**src/rtl/sdram_refresh_scheduler_pkg.sv**
```systemverilog
// sdram_pkg: shared FSM states, debt width and default SDRAM refresh timings
package sdram_pkg;
    typedef enum logic [2:0] {IDLE, GRANT, PRE, WAIT_RP, REF, WAIT_RFC} state_e;
    localparam int DEBT_W = 4;
    localparam int T_RP_DEF = 3;
    localparam int T_RFC_DEF = 10;
endpackage

```
**src/rtl/sdram_refresh_scheduler_if.sv**
```systemverilog
// sdram_refresh_scheduler_if: control, user handshake and command signals of the refresh scheduler
interface sdram_refresh_scheduler_if;
    logic enable;
    logic refresh_strobe;
    logic user_req;
    logic user_gnt;
    logic cmd_precharge_all;
    logic cmd_refresh;
    logic [sdram_pkg::DEBT_W-1:0] debt;
    logic overflow;
    modport master (
        output enable, refresh_strobe, user_req,
        input  user_gnt, cmd_precharge_all, cmd_refresh, debt, overflow
    );
    modport slave (
        input  enable, refresh_strobe, user_req,
        output user_gnt, cmd_precharge_all, cmd_refresh, debt, overflow
    );
endinterface

```
**src/rtl/sdram_refresh_scheduler_rise_detect.sv**
```systemverilog
// rise_detect: one-cycle pulse on each rising edge of a level input
module rise_detect (
    input  logic clk,
    input  logic rst_n,
    input  logic d_i,
    output logic rise_o
);
    logic d_q;
    always_ff @(posedge clk or negedge rst_n)
        if (!rst_n) d_q <= 1'b0;
        else        d_q <= d_i;
    assign rise_o = d_i & ~d_q;
endmodule

```
**src/rtl/sdram_refresh_scheduler.sv**
```systemverilog
// sdram_refresh_scheduler: arbitrates the SDRAM command bus between auto-refresh and one user port,
// tracking owed refreshes in a saturating debt counter
module sdram_refresh_scheduler
    import sdram_pkg::*;
#(
    parameter int T_RP        = T_RP_DEF,
    parameter int T_RFC       = T_RFC_DEF,
    parameter int MAX_DEBT    = 8,
    parameter int URGENT_DEBT = 4
) (
    input logic clk,
    input logic rst_n,
    sdram_refresh_scheduler_if.slave bus
);
    localparam int CW = $clog2((T_RP > T_RFC ? T_RP : T_RFC) + 1);
    localparam logic [CW-1:0] RP_L = CW'(T_RP - 1);
    localparam logic [CW-1:0] RFC_L = CW'(T_RFC - 1);
    localparam logic [CW-1:0] ONE = CW'(1);
    localparam logic [DEBT_W-1:0] MAXD = DEBT_W'(MAX_DEBT);
    localparam logic [DEBT_W-1:0] URG = DEBT_W'(URGENT_DEBT);

    state_e state_q, state_d;
    logic [CW-1:0] cnt_q, cnt_d;
    logic [DEBT_W-1:0] debt_q, debt_d, debt_post;
    logic ovf_q, ovf_d, rise, inc, dec, again;

    rise_detect u_rise (.clk(clk), .rst_n(rst_n), .d_i(bus.refresh_strobe), .rise_o(rise));

    assign inc = rise & bus.enable;
    assign dec = state_q == REF;
    // back-to-back refresh decision uses the debt as it stands once the current REF is counted
    assign debt_post = debt_q - DEBT_W'(dec);
    assign again = debt_post != '0 && (!bus.user_req || debt_post >= URG);

    always_comb begin
        debt_d = !bus.enable ? '0 :
                 inc && !dec ? (debt_q == MAXD ? debt_q : debt_q + 1'b1) :
                 dec && !inc ? debt_q - 1'b1 : debt_q;
        ovf_d = ovf_q | (inc & (debt_q == MAXD));
    end

    always_comb begin
        state_d = state_q;
        cnt_d = cnt_q;
        case (state_q)
            IDLE:     state_d = bus.user_req && debt_q < URG ? GRANT :
                                bus.enable && debt_q != '0 ? PRE : IDLE;
            GRANT:    state_d = bus.user_req ? GRANT : IDLE;
            PRE: begin
                cnt_d = RP_L;
                state_d = T_RP == 1 ? REF : WAIT_RP;
            end
            WAIT_RP: begin
                cnt_d = cnt_q - ONE;
                if (cnt_q == ONE) state_d = REF;
            end
            REF: begin
                cnt_d = RFC_L;
                state_d = T_RFC > 1 ? WAIT_RFC : again ? REF : IDLE;
            end
            WAIT_RFC: begin
                cnt_d = cnt_q - ONE;
                if (cnt_q == ONE) state_d = again ? REF : IDLE;
            end
            default:  state_d = IDLE;
        endcase
        if (!bus.enable && state_q inside {PRE, WAIT_RP, REF, WAIT_RFC}) state_d = IDLE;
    end

    always_ff @(posedge clk or negedge rst_n)
        if (!rst_n) begin
            state_q <= IDLE;
            cnt_q <= '0;
            debt_q <= '0;
            ovf_q <= 1'b0;
        end else begin
            state_q <= state_d;
            cnt_q <= cnt_d;
            debt_q <= debt_d;
            ovf_q <= ovf_d;
        end

    assign bus.user_gnt = state_q == GRANT;
    assign bus.cmd_precharge_all = state_q == PRE;
    assign bus.cmd_refresh = state_q == REF;
    assign bus.debt = debt_q;
    assign bus.overflow = ovf_q;
endmodule

```
**src/flat_wrapper.sv**
```systemverilog
// flat-port wrapper written by rule: the top's interface ports become plain ports
module sdram_refresh_scheduler_flat import sdram_pkg::*;
#(
    parameter int T_RP        = T_RP_DEF,
    parameter int T_RFC       = T_RFC_DEF,
    parameter int MAX_DEBT    = 8,
    parameter int URGENT_DEBT = 4
)
  (clk, rst_n, bus_enable, bus_refresh_strobe, bus_user_req, bus_user_gnt, bus_cmd_precharge_all, bus_cmd_refresh, bus_debt, bus_overflow);
  sdram_refresh_scheduler_if bus_i ();
  input logic clk;
  input logic rst_n;
  input wire logic [$bits(bus_i.enable)-1:0] bus_enable;
  input wire logic [$bits(bus_i.refresh_strobe)-1:0] bus_refresh_strobe;
  input wire logic [$bits(bus_i.user_req)-1:0] bus_user_req;
  output wire logic [$bits(bus_i.user_gnt)-1:0] bus_user_gnt;
  output wire logic [$bits(bus_i.cmd_precharge_all)-1:0] bus_cmd_precharge_all;
  output wire logic [$bits(bus_i.cmd_refresh)-1:0] bus_cmd_refresh;
  output wire logic [$bits(bus_i.debt)-1:0] bus_debt;
  output wire logic [$bits(bus_i.overflow)-1:0] bus_overflow;
  assign bus_i.enable = bus_enable;
  assign bus_i.refresh_strobe = bus_refresh_strobe;
  assign bus_i.user_req = bus_user_req;
  assign bus_user_gnt = bus_i.user_gnt;
  assign bus_cmd_precharge_all = bus_i.cmd_precharge_all;
  assign bus_cmd_refresh = bus_i.cmd_refresh;
  assign bus_debt = bus_i.debt;
  assign bus_overflow = bus_i.overflow;
  sdram_refresh_scheduler #(.T_RP(T_RP), .T_RFC(T_RFC), .MAX_DEBT(MAX_DEBT), .URGENT_DEBT(URGENT_DEBT)) u_core (.clk(clk), .rst_n(rst_n), .bus(bus_i));
endmodule
```
**config.mk**
```make
export PLATFORM = sky130hd
export DESIGN_NAME = sdram_refresh_scheduler_flat
export DESIGN_NICKNAME = d
export VERILOG_FILES = /design/src/rtl/sdram_refresh_scheduler_pkg.sv /design/src/rtl/sdram_refresh_scheduler_if.sv /design/src/rtl/sdram_refresh_scheduler_rise_detect.sv /design/src/rtl/sdram_refresh_scheduler.sv /design/src/flat_wrapper.sv
export SDC_FILE = /design/constraint.sdc
export NUM_CORES = 1
export LEC_CHECK = 0
export BUFFER_PORTS_ARGS = -buffer_cell sky130_fd_sc_hd__buf_2
export CORE_ASPECT_RATIO = 0.75
export CORE_UTILIZATION = 30
export CTS_CLUSTER_DIAMETER = 120
export DETAILED_ROUTE_END_ITERATION = 16
export PLACE_DENSITY = 0.45
export RECOVER_POWER = 25
export SLEW_MARGIN = 20
export SYNTH_ARGS = -nofsm -noshare
export SYNTH_HDL_FRONTEND = slang
export SYNTH_SLANG_ARGS = --single-unit
```
**constraint.sdc**
```tcl
create_clock -name clk -period 3 [get_ports clk]
set_input_delay 0.3 -clock clk [delete_from_list [all_inputs] [get_ports clk]]
set_output_delay 0.3 -clock clk [all_outputs]
set_load 0.02 [all_outputs]
```
# Yosys cells after proc, flatten, opt, wreduce, memory -nomap -nowiden
# Cells that the tools add are included.
# word_totals
out_inout_bits,8
rom_bits,0
reg_bits,13
inputBits,5
latch_bits,0
n_memories,0
ram_bits,0
wordCells,59
# classes
addsub,4
n_mux,13
mul,0
div,0
n_eq_ne,11
shifts,0
n_reduce_logical,19
bitwise,5
magnitude_cmp,2
# ops
cell,count
case mux 3 bit (6 select lines),1
two-way mux 4 bit,4
two-way mux 3 bit,5
case mux 4 bit (3 select lines),1
nonzero test 4 bit,3
"subtractor 4 x 1 -> 4 bit, second input constant",2
"equality test 3 x 2 -> 1 bit, second input constant",2
"equality test 3 bit, second input constant",2
logical AND 1 bit,6
"!= test 3 x 2 -> 1 bit, second input constant",2
"adder 4 x 1 -> 4 bit, second input constant",1
"equality test 4 x 1 -> 1 bit, second input constant",1
"equality test 4 bit, second input constant",1
"greater-or-equal comparator 4 x 3 -> 1 bit, second input constant",1
zero test 1 bit,4
"< comparator 4 x 3 -> 1 bit, second input constant",1
AND reduction 2 bit,2
subtractor 4 x 1 -> 4 bit,1
AND 1 bit,3
"equality test 3 x 1 -> 1 bit, second input constant",1
zero test 3 bit,1
"!= test 3 x 1 -> 1 bit, second input constant",1
"!= test 3 bit, second input constant",1
nonzero test 3 bit,1
6 further kinds,6

# Logic depth before layout (Yosys ltp)
# Gate-level depths: netlist of the first run.
# depth
word_depth,9
mapped_depth,8
mapped_depth_nobuf,8

# By module
# From an unflattened synthesis of the first run, not the netlist that was laid out.
# unflattened
cells_unflattened,90
hier_area_um2,857.1
# modules_own_cells
mod,seq_area_each_um2,cells_each,instances,area_each_um2
sdram_refresh_scheduler,300.3,88,1,818.3
rise_detect,25.0,2,1,38.8

# Worst setup path after synthesis of the first run
# Ideal clock, no wire load.
# synth_path
path_kind,register to register
from,reg u_core.state_q[1]
to,reg u_core.debt_q[3] (netlist: u_core.bus.debt[3])
period_less_slack_ns,2.125
path_buffers,0
arrival_time_ns,2.002
setup_time_ns,0.123
required_ns,2.877
slack_ns,0.875
path_stages_with_launch,9
path_cell_list,dfrtp_1 nor3b_4 nor2_1 nand2_1 ha_1 a21o_1 a21oi_1 mux2i_1 o221a_1
# synth_via
elab_chain_len,5
word_cells_on_any_way,9
cone_classes,3 x eq/ne; 2 x mux; 4 x reduce/logical
# synth_lines
element,line,source
"start, declared",sdram_refresh_scheduler.sv:22,"state_e state_q, state_d;"
"start signal, assigned",sdram_refresh_scheduler.sv:77,state_q <= state_d;
equality test 3 bit (*),-,
via bus_cmd_refresh,flat_wrapper.sv:18,output wire logic [$bits(bus_i.cmd_refresh)-1:0] bus_cmd_refresh;
zero test 1 bit,sdram_refresh_scheduler.sv:37,inc && !dec ? (debt_q == MAXD ? debt_q : debt_q + 1'b1) :
logical AND 1 bit,sdram_refresh_scheduler.sv:37,
!= test 3 bit (no source line) (tied with other cells),-,
AND reduction 2 bit (no source line) or two-way mux 4 bit (tied branches),-,
"end signal, assigned",sdram_refresh_scheduler.sv:79,debt_q <= debt_d;
"end, declared",sdram_refresh_scheduler.sv:24,"logic [DEBT_W-1:0] debt_q, debt_d, debt_post;"
# The timed path passes the listed nets; every way through them passes the cells marked *.
# A chain may end at the register's enable or synchronous reset.

# Worst setup path in the final report of the first run
# layout_path
from,reg u_core.state_q[2]
to,reg u_core.debt_q[3] (netlist: u_core.bus.debt[3])
# layout_via
elab_chain_len,5
word_cells_on_any_way,9
cone_classes,3 x eq/ne; 2 x mux; 4 x reduce/logical
# layout_lines
element,line,source
equality test 3 bit (*),sdram_refresh_scheduler.sv:30,assign dec = state_q == REF;
zero test 1 bit,sdram_refresh_scheduler.sv:37,
logical AND 1 bit,sdram_refresh_scheduler.sv:37,
!= test 3 bit (no source line) (tied with other cells),-,
AND reduction 2 bit (no source line) or two-way mux 4 bit (tied branches),-,
# Every way passes the cells marked *; elsewhere a longest branch is shown, timed or not.

==> impl.org, run 1 <==
** Finish
- Leaving out fill and tap cells, the most frequent cell in the layout is dfrtp_1.
- From synthesis to final layout, the design area changed by 15.5%.
- In the final layout, flip-flops and latches occupy 325 sq um.
- Top library cells by usage in the layout, fill and taps aside :: 13 x dfrtp_1, 10 x buf_2, 8 x nor2_1, 7 x nand2_1
- The filler cells instantiated in the layout total 290.
- Count of nets after finishing :: 126
- Share of layout cells above drive strength 1 :: 14.9%
- After routing the design area is 1050 sq um.
- The repair_antennas step left the layout with diodes totalling 0.
- The multi-input combinational cells in the finished layout cover a total of 537 sq um.

** Yosys
- Share of cell area taken by muxes after synthesis :: 4.56%
- Sequential-to-total area share from yosys stat :: 35.9%
- The largest total area in the synthesized netlist belongs to dfrtp_1.
- The synthesized design devotes to its leading area cell type 35.9% of total area.
- The number of nets handed over by synthesis was 112.
- Top cells by area in the synthesized netlist :: dfrtp_1 36%, ha_1 6.9%, a21oi_1 3.3%
- XOR/XNOR share of the synthesized area :: 1.93%
- The Yosys step of the flow raised 0 warnings.
- The synthesized netlist devotes 23.5% of its cell area to simple gates.
- Unique cell type count in the Yosys netlist :: 38
- Synthesis-stage register bit count :: 13
- Main combinational cell family by area after synthesis :: simple AND/OR/NAND/NOR gates
- Counting every instance in the synthesized netlist gives 101.
- Of the total synthesized cell area, the portion taken by full adders, half adders and majority gates is 9.12%.
- The synthesized netlist devotes 20.2% of its cell area to compound gates.
- After synthesis, the mean cell area works out to 8.97 sq um.
- Mapped cell area :: 906 sq um

** Die
- Starting utilization of the core area :: 33.0%
- The floorplan has 16 rows.
- The die covers 3250 sq um.
- Io pins :: 13
- Die height :: 49.6 um
- The region available for standard cell placement spans 2740 sq um.
- Die extent in x :: 65.5 um

** Place
- The count of buffers added on input and output ports is 12.
- Final weighted congestion in routability-driven placement :: 0.774
- Placed Area :: 993 sq um
- Placed wire-length estimate :: 1.49 mm

** STA
- Period utilisation layout :: 79.9%
- Final critical path time including I/O delays and setup :: 2.40 ns
- Unrepaired setup endpoints after global routing :: no
- The total count of hold-check failures in the final report came to 0.
- At the pin with the least slew margin, the transition time is 0.780 ns.
- In this run the tightest slew margin relative to its limit is 48.0%.
- Maximum frequency from static timing analysis :: 417 MHz
- Sum Neg Setup Slack :: 0 ns
- The number of slew-limit violations in the final report is 0.
- Setup violations remaining at the end of the flow were counted as 0.
- Worst-case clock skew :: 0.00454 ns

** Routing
- DRC violations left :: 0
- The detail route stage leaves a number of antenna-violating nets equal to 0.
- Vias post-DR :: 735
- Total detailed-routing wirelength :: 2.00 mm
- Router iterations before antenna repair :: 4
- Number of DRC violations after detailed-routing iteration 0 :: 47
- Using the TritonRoute via totals, the vias-per-cell ratio works out to 4.90.
- In the final routed layout, each cell accounts on average for 13.3 um.

** Power and ir drop
- Power per unit of standard cell area :: 674 nW/um^2
- Of the total power, the share spent switching nets is 38.8%.
- Proportion of power drawn by flip-flops and latches :: 42.4%
- The clock network burns 22.6% of the power.
- The worst-case IR drop observed on VDD is 0.256 mV.
- Leakage power total :: 0.000498 uW
- Internal power component :: 431 uW
- Per report_power, the combinational group accounts for 35.0% of the total.
- Total power for the finished layout comes to 705 uW.
- Net load switching power :: 274 uW

** Critical path
- Endpoint kind of the worst setup timing path :: flop
- The worst setup path is launched from a flop.
- For the worst setup path, the data required time is 3.13 ns.
- The critical path is of the reg2reg type.
- Worst Path Max Fanout :: 16
- CP Data Arrival Time :: 2.53 ns

** Run status
- The flow ran to the end, and the final reports show no timing, DRC or antenna violations.

** CTS
- For the worst-skew pair, the clock arrives at the later sink with an insertion delay of 0.24 ns.
- In this run the clock root is driven by a clkbuf_8.
- Maximum buffer depth of the clock tree :: 2
- Number of CTS-inserted buffers :: 3
- Post-CTS setup buffers :: 0
- After clock tree synthesis, the clock-pin slew on the worst setup and hold paths is 0.06 ns.
- Clock tree synthesis found a total of 13 sinks.
- TritonCTS built the clock tree.
- After clock tree synthesis, the repair step resized 0 gates.
- CTS built an H-tree with a depth of 1.
- CTS hold repair buffers :: 1

** Hold path
- Path class of the lowest-slack min-delay path :: in2reg

** Global route
- Global routing used 14.3% of the available tracks.
- Number of antenna violations at the first check in global routing :: 0
- Largest net degree at the start of global routing :: 17
- The first global-routing pass estimated 3.49 mm of wire.
- After global routing the overflow that remains totals 0.
- Number of global-route vias before repair :: 706

** Run
- Maxcap violations :: 0
==> synth_stat cells <==
library cell and instances:
and3_1 1, clkbuf_1 2, nor3b_1 1, mux2_2 1, o32ai_1 1, o21ai_0 2
nor2b_1 4, a22oi_1 2, nor3b_4 1, ha_1 5, nor4b_1 1, dfrtp_1 13
o22ai_1 2, buf_2 2, fa_1 1, o21bai_1 2, a21oi_1 6, nand2_1 7
nor2_1 8, a22o_1 2, nand4_1 1, a21o_1 2, a31oi_1 2, nand3_1 2
inv_2 1, mux2i_1 3, nor4_1 1, nand2b_1 4, inv_1 6, a211oi_1 2
a41o_1 1, xnor2_1 1, o21ai_1 2, and3b_1 1, o221a_1 1, and2_4 1
nor3_1 5, xor2_1 1
==> area by class of cell <==
cell class                      count  area share [%]
Multi-Input combinational cell     77            51.3
Timing Repair Buffer               13            6.46
Sequential cell                    13            31.1
Inverter                            7            2.51
Tap cell                           36            4.31
Clock buffer                        4            4.31
==> final timing paths <==
kind,start,endpoint,slack [ns],depth (start not counted)
worst min-delay path,bus_refresh_strobe,u_core.u_rise.d_q,0.21,1
max in group asynchronous,rst_n,u_core.cnt_q[3],1.86,2
worst max register to register,u_core.state_q[2],u_core.bus.debt[3],0.60,8
worst min register to register,u_core.bus.overflow,u_core.bus.overflow,0.47,1
worst max-delay path,u_core.state_q[2],u_core.bus.debt[3],0.60,8
min in group asynchronous,rst_n,u_core.bus.debt[0],0.65,2
==> power groups by stage <==
stage	clock (uW)	combinational, uW	sequential, uW
3_3_place_gp	0	245	302
3_5_place_dp	0	247	303
2_1_floorplan	0	199	281
5_1_grt	173	286	314
4_1_cts	165	250	299
6_report	159	247	299
==> critical path, cell delays in order (launching register included) <==
cell	delay (ns)
dfrtp_1	0.61
nor3b_4	0.38
nor2_1	0.08
nand2_1	0.13
ha_1	0.25
a21o_1	0.18
a21oi_1	0.28
mux2i_1	0.12
o221a_1	0.25
==> layer usage <==
| layer | GRT usage (%) | up-vias | share of wire (%) |
|---|---|---|---|
| li1 | - | 389 | - |
| met1 | 22.6 | 331 | 58 |
| met2 | 18.6 | 13 | 38 |
| met3 | 4.17 | 2 | 3.2 |
| met4 | 3.26 | 0 | 0.55 |
| met5 | 0 | - | 0 |
==> cell families (layout without fill, tap and decap cells) <==
kind of cell / count (synthesis) / in the layout
AO/OA/AOI/OAI: 27 / 27
XOR/XNOR: 2 / 2
adder cells (fa/ha/maj): 6 / 6
buffers and inverters: 11 / 24
flip-flops: 13 / 13
multiplexers: 4 / 4
AND/OR/NAND/NOR: 38 / 38
==> stage by stage <==
stage / setup slack (ns) / cells / hold slack (ns) / utilization [%]
6_report: 0.602 / 150 / 0.208 / 38.1
5_1_grt: 0.440 / 150 / 0.209 / 38.1
4_1_cts: 0.617 / 150 / 0.190 / 38.2
3_5_place_dp: 0.619 / 145 / 0.217 / 36.2
3_3_place_gp: 0.709 / 145 / 0.218 / 36.2
2_1_floorplan: 0.875 / 101 / 0.00441 / -
==> registers in the layout, summed over array words and instances (netlist names) <==
| register | count |
|---|---|
| u_core.bus.debt | 4 |
| u_core.u_rise.d_q | 1 |
| u_core.bus.overflow | 1 |
| u_core.state_q | 3 |
| u_core.cnt_q | 4 |
Note: power is estimated with default switching activity, not from simulation.
==> inputs of run 2 (changes only) <==
--- a/config.mk
+++ b/config.mk
@@ -10,7 +10,7 @@
 export CORE_UTILIZATION = 30
 export CTS_CLUSTER_DIAMETER = 120
 export DETAILED_ROUTE_END_ITERATION = 16
-export PLACE_DENSITY = 0.45
+export PLACE_DENSITY = 0.47
 export RECOVER_POWER = 25
 export SLEW_MARGIN = 20
 export SYNTH_ARGS = -nofsm -noshare
==> constraint.sdc (replaced) <==
create_clock -name clk -period 2 [get_ports clk]
set_input_delay 0.2 -clock clk [delete_from_list [all_inputs] [get_ports clk]]
set_output_delay 0.2 -clock clk [all_outputs]
set_load 0.02 [all_outputs]
==> run 2 against run 1 <==
Net effect: worst setup slack worse by 0.48 ns; flip-flop and latch count stayed put; sequential share of layout area is 1.7 points lower; non-clock buffer count is 7 higher; die area stayed put; global-route usage is 0.24 points lower; clock skew is 0.0037 ns lower; clock power is 46% higher; combinational power is 75% higher; design area is 5.6% higher; register-to-register slack worse by 0.48 ns; cell count is 4.7% higher.
==> impl.org, run 2 (synthesized netlist as in run 1, its figures left out) <==
** CTS
- CTS built an H-tree with a depth of 1.
- Root Buffer Master :: clkbuf_8
- After clock tree synthesis, the setup repair step added 0 buffers.
- CTS tree :: yes
- The clock passes through at most 2 buffers.
- Clock tree synthesis inserted a total of 3 buffers.
- The later pin in the worst-skew pair is clocked with a latency of 0.24 ns.
- Clk pin slew, worst setup/hold paths :: 0.05 ns
- Number of sinks on the clock net :: 13

** Hold path
- Along the worst hold path, the cell count comes to 1.
- The worst hold path begins at bus_refresh_strobe.
- Path class of the lowest-slack min-delay path :: in2reg
- Endpoint with the worst hold slack :: u_core.u_rise.d_q

** Die
- In this run the horizontal extent of the chip is 65.5 um.
- Standard-cell row count :: 16
- The die covers 3250 sq um.
- Starting utilization of the core area :: 33.0%
- Io pins :: 13
- Die height :: 49.6 um
- Core Box Area :: 2740 sq um

** Finish
- The repair_antennas step left the layout with diodes totalling 0.
- Area taken by multi-input logic gates :: 543 sq um
- Non-filler instance count after layout :: 157
- Most frequent standard cell in the layout excluding fill and tap cells :: dfrtp_1
- Fin area :: 1100 sq um
- In the final layout, flip-flops and latches occupy 325 sq um.
- The library cells used most frequently in the layout, excluding fill and tap cells, are 13 x dfrtp_1, 10 x buf_2, 8 x nor2_1, 7 x buf_4.
- Cells fill 40.3% of the core in the end.
- Count of nets after finishing :: 133
- Counting the fill cells in the layout gives 281.
- Cells with a size suffix above 1 make up 21.5% of the layout.
- Area delta synth->final :: 22.0%

** Global route
- The first global-routing pass estimated 3.46 mm of wire.
- Total gr overflow :: 0
- Number of antenna violations at the first check in global routing :: 0
- Number of global-route vias before repair :: 718
- For this run, the total global-route usage over all layers was measured as 14.1%.
- Entering global routing, the biggest net connects 16 pins.

** Critical path
- Crit path buf inv count :: 0
- The startpoint identified for the worst register-to-register timing path is u_core.u_rise.d_q.
- Category of cells accounting for the largest share of critical-path delay :: compound AO/OA/AOI/OAI gates
- Data on the critical path is required at its endpoint by 2.13 ns.
- Kind of start point of the critical path :: flop
- The worst setup path is of the reg2reg kind.
- Endpoint kind of the worst setup timing path :: flop
- Cell type of the slowest stage on the worst timing path :: dfrtp_1
- Worst Path Max Fanout :: 3
- Largest stage delay on the critical path :: 0.36 ns
- Cell breakdown of the critical path :: nand2b_1, nor2_1, nand2_2, ha_1, a21o_1, a21oi_2, mux2i_1, o221a_1
- Capture instance of the worst register-to-register path :: u_core.bus.debt[3]
- The number of cells on the worst reg-to-reg path is 8.
- Counting buffers and inverters, the worst setup path is 8 cells deep.
- CP Data Arrival Time :: 2.01 ns
- Setup slack of the worst register-to-register path :: 0.12 ns

** Power and ir drop
- IR analysis of the VDD net gives a maximum drop of 0.356 mV.
- Summing internal, switching and leakage power gives 1080 uW.
- Power per unit of standard cell area :: 977 nW/um^2
- In this run the static leakage power is 0.000534 uW.

** Routing
- Router iterations before antenna repair :: 4
- Vias post-DR :: 769
- In this run, the number of DRC markers left after iteration 0 of detailed routing was 22.
- Vias per cell :: 4.90
- DRC violations left :: 0
- WL/cell :: 12.8 um
- Total detailed-routing wirelength :: 2.01 mm
- In this run the remaining antenna-violating nets after routing total 0.

** STA
- Setup-failing EPs final :: 0
- Based on the critical path, the design can be clocked at up to 531 MHz.
- Across all hold checks on the routed design, the worst slack comes to 0.104 ns.
- Tightest slew margin relative to the limit :: 49.9%
- The worst path needs 1.88 ns of the cycle, external delays included.
- Worst-case clock skew :: 0.000866 ns
- Slew Viols, Final :: 0
- Count of endpoints failing hold in the final timing report :: 0
- Period utilisation layout :: 94.1%
- Slew @ Worst Pin :: 0.751 ns

** Run
- The tool flagged a number of max-cap violations equal to 0.

** Run status
- The run finished with clean final reports.

** Place
- In this run the tool buffered the top-level ports with 12 buffer cells.
- Summed over all nets, the half-perimeter wirelength after detailed placement is 1.52 mm.
- Total instance count after detailed placement :: 152
- In this run the cell area measured after placement is 1050 sq um.
- The congestion estimate from routability-driven global placement came to 0.851.
## run 2: cell types whose count changed in the layout (fill, tap and decap cells not counted)
cell	before	now
buf_4	0	7
nand2_2	0	1
a21oi_2	0	1
nand2_1	7	6
a21oi_1	6	5
## run 2: how the worst max path moves through the flow
| stage | startpoint | endpoint | slack [ns] |
|---|---|---|---|
| floorplan | u_core.state_q[2] | u_core.bus.debt[3] | -0.007 |
| global route | u_core.u_rise.d_q | u_core.bus.debt[3] | -0.002 |
| detailed placement | u_core.u_rise.d_q | u_core.bus.debt[3] | 0.13 |
| finish | u_core.u_rise.d_q | u_core.bus.debt[3] | 0.12 |
| global placement | u_core.u_rise.d_q | u_core.bus.debt[3] | 0.15 |
| CTS | u_core.u_rise.d_q | u_core.bus.debt[3] | 0.11 |
## run 2: repair_timing
action / 4_1_cts / 5_1_grt
hold buffers: 1 / 0
resized for setup: 0 / 1
endpoints found under the hold margin: 13 / 0
setup endpoints to repair: 0 / 1
## run 2: worst reg2reg max path, delay by kind of cell, from the launching register on
| kind | cells | cell delay [ns] |
|---|---|---|
| AOI/OAI and AO/OA | 3 | 0.61 |
| muxes | 1 | 0.10 |
| adders and majority gates | 1 | 0.30 |
| and+or+nand+nor | 3 | 0.40 |
| DFF | 1 | 0.36 |
## run 2: cell type report
type                       instances  share of cell area (%)
multi-input combinational         77                    49.2
sequential                        13                    29.4
timing repair buffer              20                    10.9
clock buffer                       4                    4.08
tap                               36                    4.08
inverter                           7                    2.38
## run 2: stage by stage
stage,TNS [ns],setup WS (ns)
6_report,0,0.118
2_1_floorplan,-0.00669,-0.00669
5_1_grt,-0.00234,-0.00234
4_1_cts,0,0.114
3_5_place_dp,0,0.133
3_3_place_gp,0,0.147
## run 2: routing by layer
layer	up-vias	wire (um)	track usage [%]
met4	0	0	1.09
met3	0	96	4.40
met2	14	819	17.9
li1	402	-	-
met5	-	0	0
met1	353	1100	23.2
## run 2: power by group
part | total [uW] | leakage [uW] | switching (uW) | internal (uW)
Combinational | 433 | 0.000345 | 236 | 197
Clock | 232 | 0.0000228 | 91.1 | 141
Sequential | 415 | 0.000166 | 83.4 | 332
==> inputs of run 3 (changes only) <==
--- a/config.mk
+++ b/config.mk
@@ -6,11 +6,13 @@
 export NUM_CORES = 1
 export LEC_CHECK = 0
 export BUFFER_PORTS_ARGS = -buffer_cell sky130_fd_sc_hd__buf_2
+export CELL_PAD_IN_SITES_DETAIL_PLACEMENT = 1
+export CELL_PAD_IN_SITES_GLOBAL_PLACEMENT = 1
 export CORE_ASPECT_RATIO = 0.75
 export CORE_UTILIZATION = 30
 export CTS_CLUSTER_DIAMETER = 120
 export DETAILED_ROUTE_END_ITERATION = 16
-export PLACE_DENSITY = 0.47
+export PLACE_DENSITY = 0.59
 export RECOVER_POWER = 25
 export SLEW_MARGIN = 20
 export SYNTH_ARGS = -nofsm -noshare
==> run 3 against run 2 <==
Net effect: clock-buffer cell count decreased by 1; first-iteration DRC count is 27% higher; global-route usage up 2.5 points; largest power group unchanged.
==> impl.org, run 3 (synthesized netlist as in run 1, its figures left out) <==
** Global route
- Overall fraction of global-route tracks in use :: 16.7%
- The total overflow left after global routing is 0.
- Number of global-route vias before repair :: 818
- The initial antenna violation count was 0.
- Largest net degree at the start of global routing :: 16
- Global-route wire length before repair :: 4.00 mm

** Finish
- Area delta synth->final :: 23.8%
- Most frequent standard cell in the layout excluding fill and tap cells :: dfrtp_1
- After routing the design area is 1120 sq um.
- Of the cells placed in the final design, the portion with a size suffix greater than 1 is 24.6%.
- Antenna diodes :: 0
- Top library cells by usage in the layout, fill and taps aside :: 13 x dfrtp_1, 11 x buf_2, 8 x nor2_1, 8 x buf_4
- Non-filler instance count after layout :: 158
- The net count of the finished layout is 134.
- Utilization of the core after routing :: 40.9%

** CTS
- Clock-pin slew was measured on the worst setup and hold paths at 0.06 ns.
- H-tree depth reported by CTS :: 1
- Post-CTS setup buffers :: 0
- Root Buffer Master :: clkbuf_8
- At the later pin of the worst-skew pair, clock insertion delay measures 0.25 ns.
- Number of CTS-inserted buffers :: 3
- Number of sinks on the clock net :: 13
- TritonCTS built the clock tree.
- The clock passes through at most 2 buffers.

** STA
- Sum Neg Setup Slack :: 0 ns
- Slew Viols, Final :: 0
- Setup repair after global routing could not meet its margin everywhere.
- The total count of hold-check failures in the final report is 0.
- For the finished layout, the period the worst path requires is 1.94 ns.
- Tightest slew margin relative to the limit :: 51.0%
- Post-route worst hold slack :: 0.0939 ns
- Period utilisation layout :: 96.8%
- For the pin with the worst max-slew slack, the measured transition is 0.736 ns.
- Setup violations remaining at the end of the flow were counted as 0.
- Maximum frequency from static timing analysis :: 516 MHz
- Between clock sinks in the finished design, the worst skew comes to 0.00130 ns.

** Routing
- The detail route stage leaves a number of antenna-violating nets equal to 0.
- Vias post-DR :: 811
- WL/cell :: 15.0 um
- Number of DRC violations after detailed-routing iteration 0 :: 28
- Total detailed-routing wirelength :: 2.38 mm
- DRC violations left :: 0
- The first TritonRoute pass finished after 4 iterations.
- In the routed layout, each cell is associated on average with a via count of 5.13.

** Die
- Die Footprint :: 3250 sq um
- Die extent in x :: 65.5 um
- 13 I/O pins were placed.
- Core Box Area :: 2740 sq um
- Standard-cell row count :: 16
- Measured along the y axis, the die boundary spans 49.6 um.
- Starting utilization of the core area :: 33.0%

** Hold path
- The worst hold path belongs to the class in2reg.

** Place
- Once detailed placement completed, the half-perimeter wirelength came to 1.87 mm.
- At the end of routability-driven placement, the weighted congestion stood at 0.826.
- Total of buffers placed on input and output ports :: 12
- Summing all placed instances gives a cell area of 1060 sq um.
- Total instance count after detailed placement :: 153

** Critical path
- WP data required :: 2.13 ns
- The critical path is of the reg2reg type.
- STA puts the critical path data arrival time at 2.07 ns.
- Endpoint kind of the worst setup timing path :: flop
- In this run the worst path has a maximum fanout of 3.
- STA classifies the critical path startpoint as a flop.

** Run status
- Outcome :: finished clean

** Run
- Maxcap violations :: 0

** Power and ir drop
- Power per unit of standard cell area :: 989 nW/um^2
- Leakage power total :: 0.000545 uW
- Peak VDD IR :: 0.367 mV
==> run 3: cell count changes in the layout (fill, tap and decap cells not counted) <==
cell,delta
clkbuf_1,-2
buf_2,+1
buf_4,+1
clkinv_2,+1
nor4b_1,-1
nor4b_2,+1
==> run 3: path summary, 6_finish.rpt <==
check / start / slack (ns) / to / depth (start not counted)
min in group asynchronous: rst_n / 0.52 / u_core.bus.debt[3] / 2
max reg2reg: u_core.u_rise.d_q / 0.06 / u_core.bus.debt[3] / 8
min: bus_refresh_strobe / 0.09 / u_core.u_rise.d_q / 1
max in group asynchronous: rst_n / 1.01 / u_core.bus.overflow / 2
min reg2reg: u_core.bus.overflow / 0.46 / u_core.bus.overflow / 1
max: u_core.u_rise.d_q / 0.06 / u_core.bus.debt[3] / 8
==> run 3: where the power goes <==
| group | internal [uW] | switching, uW |
|---|---|---|
| logic | 201 | 252 |
| registers | 331 | 83.8 |
| clock network | 138 | 103 |
| total | 670 | 439 |
==> run 3: through the flow <==
step | power, uW | setup WS [ns]
floorplan | 724 | -0.00669
global placement | 851 | 0.153
detailed placement | 876 | 0.0942
CTS | 1120 | 0.0844
global route | 1210 | -0.0305
finish | 1110 | 0.0632
==> run 3: area by class of cell <==
| type | count | area (sq um) |
|---|---|---|
| clock buffer | 3 | 41.3 |
| tap | 36 | 45.0 |
| clock inverter | 1 | 5.00 |
| sequential | 13 | 325 |
| fill | 322 | 1620 |
| inverter | 7 | 26.3 |
| timing repair buffer | 21 | 129 |
| multi-input combinational | 77 | 549 |
==> run 3: repair_timing <==
action,CTS,global route
endpoints found under the setup margin,0,2
hold buffers,1,0
hold endpoints to repair,13,0
resized for setup,0,2
==> run 3: critical path, stage by stage, from the launching register on <==
cell      delay [ns]
dfrtp_1         0.37
nand2b_1        0.18
nor2_1          0.15
nand2_2         0.10
ha_1            0.30
a21o_1          0.17
a21oi_2         0.21
mux2i_1         0.10
o221a_1         0.26
==> run 3: routing by layer <==
metal	wire length [um]	up-vias	GRT usage, %	share of wire, %
li1	-	406	-	-
met1	1280	390	26.1	54
met2	1020	15	23.0	43
met3	75	0	4.17	3.2
met4	0	0	2.17	0
met5	0	-	0	0
